**config.mk**
```make
export PLATFORM = sky130hd
export DESIGN_NAME = anthem_sequencer
export DESIGN_NICKNAME = d
export VERILOG_FILES = /design/src/rtl/anthem_sequencer.sv
export SDC_FILE = /design/constraint.sdc
export NUM_CORES = 1
export LEC_CHECK = 0
export ABC_AREA = 1
export CORE_UTILIZATION = 54
export CTS_BUF_LIST = sky130_fd_sc_hd__clkbuf_4
export DETAILED_ROUTE_END_ITERATION = 6
export GPL_ROUTABILITY_DRIVEN = 1
export PLACE_DENSITY_LB_ADDON = 0.3
export SLEW_MARGIN = 20
export SYNTH_ARGS = -nofsm -noshare
export SYNTH_HDL_FRONTEND = slang
export SYNTH_SLANG_ARGS = --single-unit
```
**constraint.sdc**
```tcl
create_clock -name clk -period 1.9 [get_ports clk]
set_input_delay 0.38 -clock clk [delete_from_list [all_inputs] [get_ports clk]]
set_output_delay 0.38 -clock clk [all_outputs]
set_load 0.01 [all_outputs]
```
**src/rtl/anthem_sequencer.sv**
```systemverilog
// Character sequencer: walks a ROM of MSG_LEN characters, presenting each on char_out for DWELL cycles.
// Optional build macro ANTHEM_LOOP_EN: when defined the message repeats until stop or rst.
module anthem_sequencer #(
  parameter int MSG_LEN = 21,
  parameter int DWELL   = 1000,
  parameter int ADDR_W  = 8
) (
  input  logic              clk,
  input  logic              rst,
  input  logic              start,
  input  logic              stop,
  input  logic              pause,
  output logic [ADDR_W-1:0] rom_addr,
  input  logic [7:0]        rom_data,
  output logic [7:0]        char_out,
  output logic              char_valid,
  output logic              busy,
  output logic              done
);

  localparam int CNT_W = (DWELL > 1) ? $clog2(DWELL) : 1;
  localparam logic [CNT_W-1:0]  CNT_LOAD  = CNT_W'(DWELL - 1);
  localparam logic [ADDR_W-1:0] LAST_ADDR = ADDR_W'(MSG_LEN - 1);

  typedef enum logic [2:0] {
    S_IDLE,
    S_FETCH,
    S_LATCH,
    S_SHOW,
    S_END
  } state_t;

  state_t            state_q, state_d;
  logic [ADDR_W-1:0] addr_q, addr_d;
  logic [7:0]        char_q, char_d;
  logic [CNT_W-1:0]  cnt_q, cnt_d;
  logic              first_q, first_d;

  always_comb begin
    state_d = state_q;
    addr_d  = addr_q;
    char_d  = char_q;
    cnt_d   = cnt_q;
    first_d = 1'b0;

    // stop outranks every transition, including start in IDLE
    if (stop) begin
      state_d = S_IDLE;
      addr_d  = '0;
      char_d  = 8'h00;
    end else begin
      case (state_q)
        S_IDLE: begin
          if (start) begin
            state_d = S_FETCH;
            addr_d  = '0;
          end
        end
        S_FETCH: state_d = S_LATCH;
        S_LATCH: begin
          char_d  = rom_data;
          cnt_d   = CNT_LOAD;
          first_d = 1'b1;
          state_d = S_SHOW;
        end
        S_SHOW: begin
          if (!pause) begin
            if (cnt_q == '0) begin
              if (addr_q == LAST_ADDR) begin
                state_d = S_END;
              end else begin
                addr_d  = addr_q + ADDR_W'(1);
                state_d = S_FETCH;
              end
            end else begin
              cnt_d = cnt_q - CNT_W'(1);
            end
          end
        end
        S_END: begin
`ifdef ANTHEM_LOOP_EN
          state_d = S_FETCH;
          addr_d  = '0;
`else
          state_d = S_IDLE;
`endif
        end
        default: state_d = S_IDLE;
      endcase
    end
  end

  always_ff @(posedge clk) begin
    if (rst) begin
      state_q <= S_IDLE;
      addr_q  <= '0;
      char_q  <= 8'h00;
      cnt_q   <= '0;
      first_q <= 1'b0;
    end else begin
      state_q <= state_d;
      addr_q  <= addr_d;
      char_q  <= char_d;
      cnt_q   <= cnt_d;
      first_q <= first_d;
    end
  end

  // first_q is set only on the LATCH->SHOW edge, so pause cannot stretch char_valid
  assign rom_addr   = addr_q;
  assign char_out   = char_q;
  assign char_valid = first_q;
  assign busy       = (state_q != S_IDLE);
  assign done       = (state_q == S_END);

endmodule

```
==> reports/metrics.yaml <==
hold-worst-slack_ns: 0.464
finalInstanceArea_um2: 2100
path_cells: "inv_1 -> nand2_1 -> nor2_1 -> clkdlybuf4s50_1"
p_sw_w: 0.000355
post-route-period-util_pct: 96.7
syn-instance-count: 251
slew_headroom_pct: 74.5
crit_path_start_kind: "register"
die_y_um: 58.0
dr_total_vias: 1689
arrival_ns: 1.46
synth_nets: 267
period_needed_ns: 1.84
cts_buffer_depth: 2
cts_buffers: 5
io_pins: 32
die-area_um2: 3360
grt_usage_pct: 23.8
grt_pass1_vias: 1501
syn_to_final_growth_pct: 24.1
core_area_um2: 2850
required_ns: 1.52
switching_share_pct: 28.1
antenna_found_initial: 0
dpl.cell_count: 312
synth-seq-cells: 30
rsz0062_at_grt: "no"
fmax_ghz: 0.544
p_int_w: 0.000909
crit_path_end_kind: "output pin"
hp-class: "reg2reg"
grt_pass1_wl_um: 6200
slowest_stage: "clkdlybuf4s50_1"
syn_avg_cell_area_um2: 6.74
fp.dieW_um: 58.0
synthDistinctLibCells: 28
hold_end: "char_out[4]"
drt_wl_total_um: 3630
routabilityCongestion: 0.878
reg2reg_slack_ns: 0.24
hp-start: "char_out[4]"
cts.sinks: 30
r2r_cells: 11
post-cts-setup-buffer-count: 0
diodes: 0
drive_above_1_share_pct: 12.5
syn_area_um2: 1690
cap_violations: 0
path_class: "reg2out"
critPathMaxFanout: 4
ctsRootBufferMaster: "clkbuf_4"
layout.nets: 304
finalHoldViolations: 0
setup_tns_ns: 0
utilization_pct: 73.6
clkTransAtPathRegs_ns: 0.08
violations: "DRC"
h-tree-depth: 2
power_density_nw_per_um2: 601
report.final.slew_viol_count: 0
pwr-share-seq_pct: 52.0
hpwl_um: 2660
ant_nets: 0
grt_overflow: 0
drcViolationCount: 2
start_util_pct: 59.3
p_clk_share_pct: 30.0
synth_enable_flop_cells: 0
rows: 19
r2r-end: "rom_addr[0]"
synth-async-reset-ratio_pct: 0
via_per_inst: 5.29
ir_drop_v: 0.000498
wire_per_inst_um: 11.4
min_path_cells: 2
p_leak_nw: 0.852
ys_seq_area_share_pct: 35.5
drt-initial-drc-count: 88
tritoncts: "yes"
placed_cell_area_um2: 2040
worst-slew-pin-transition_ns: 0.382
power_frac_comb_pct: 18.0
final_cells: 319
firstDrtPassIters: 7
status: "finished with violations"
critPathMaxStageDelay_ns: 0.54
grt_start_max_net_pins: 17
fin_skew_ns: 0.0121
yosysWarnings: 0
clk_latency_ns: 0.33
synthFlopType: "dfxtp_1"
r2r-start: "cnt_q[0]"
portBuffers: 31
setup_viol: 0
## per-layer routing
layer / GRT usage (%) / up-vias / routed length, um
li1: - / 879 / -
met1: 31.4 / 756 / 1780
met2: 37.4 / 47 / 1590
met3: 6.92 / 7 / 211
met4: 7.82 / 0 / 47
met5: 0 / - / 0
## stage by stage
step / power (W) / worst slack [ns]
5_1_grt: 0.00132 / 0.0128
6_report: 0.00126 / 0.0626
4_1_cts: 0.00127 / 0.0302
3_3_place_gp: 0.000895 / 0.241
3_5_place_dp: 0.000899 / 0.204
2_1_floorplan: 0.000823 / 0.413
## state kept, by name, summed over array words and instances (netlist names)
name,cells
state_q,3
char_out,8
cnt_q,10
rom_addr,8
char_valid,1
## logic make-up after synthesis
family / count (synthesis) / share of synthesized area, %
buffers and inverters: 34 / 8.06
XOR/XNOR: 2 / 1.03
AND/OR/NAND/NOR: 148 / 41.0
flip-flops: 30 / 35.5
AO/OA/AOI/OAI: 34 / 12.2
adder cells (fa/ha/maj): 3 / 2.22
## layout make-up
type	instances	area (um^2)
repair buffers	35	343
clock buffers	7	52.6
multi-input cells	187	956
well taps	31	38.8
fillers	243	752
inverters	29	109
flip-flops and latches	30	602
## critical path, delay by kind of cell (launching register included)
kind | cells | cell delay [ns]
simple gates | 2 | 0.17
buf+inv | 2 | 0.65
flops | 1 | 0.33
## placed cells by master, fill, tap and decap left out
cell             count
nand4_1              3
xor2_1               2
nand2_1             67
a21oi_4              1
nand3_2              1
ha_1                 3
nor3_1               2
nor2_4               3
nand3_4              1
inv_1               22
nand3b_1             3
or2_2                2
a21bo_2              1
buf_4                4
o21ai_0              7
a31oi_1              1
o21bai_1             2
dfxtp_1             29
nor3b_1              1
dlymetal6s2s_1       1
clkbuf_4             7
dfxtp_2              1
a21oi_1             21
nor2_8               1
nand2_2              6
nor2_1              30
clkdlybuf4s50_1     30
o21bai_4             1
inv_2                7
nand3_1             28
## how the worst max path moves through the flow
stage	slack, ns	depth (start not counted)	endpoint	from
3_5_place_dp	0.20	10	rom_addr[0]	start
2_1_floorplan	0.41	11	rom_addr[7]	cnt_q[0]
3_3_place_gp	0.24	10	rom_addr[0]	start
4_1_cts	0.03	3	busy	state_q[2]
5_1_grt	0.01	4	done	state_q[0]
6_report	0.06	4	done	state_q[0]
## repair_timing
item,in CTS,in global routing
resized for setup,1,1
endpoints found under the setup margin,2,1
pin swaps,0,0
hold buffers,0,0
## power by group through the flow
stage          logic [W]  clock network [W]  registers (W)
2_1_floorplan   0.000150                  0       0.000673
3_3_place_gp    0.000223                  0       0.000672
5_1_grt         0.000253           0.000410       0.000660
3_5_place_dp    0.000227                  0       0.000672
6_report        0.000228           0.000378       0.000658
4_1_cts         0.000228           0.000383       0.000658
## cells in the mapped netlist, drive strengths merged (2+ instances only)
library cell / n / area (um^2)
a21oi: 22 / 121
buf: 2 / 16.3
clkbuf: 3 / 11.3
dfxtp: 30 / 601
ha: 3 / 37.5
inv: 29 / 109
nand2: 73 / 289
nand3: 30 / 168
nand3b: 3 / 22.5
nand4: 3 / 18.8
nor2: 34 / 166
nor3: 2 / 10.0
o21ai: 7 / 35.0
o21bai: 3 / 33.8
or2: 2 / 12.5
xor2: 2 / 17.5
No activity file was read; power rests on OpenSTA's default activity.
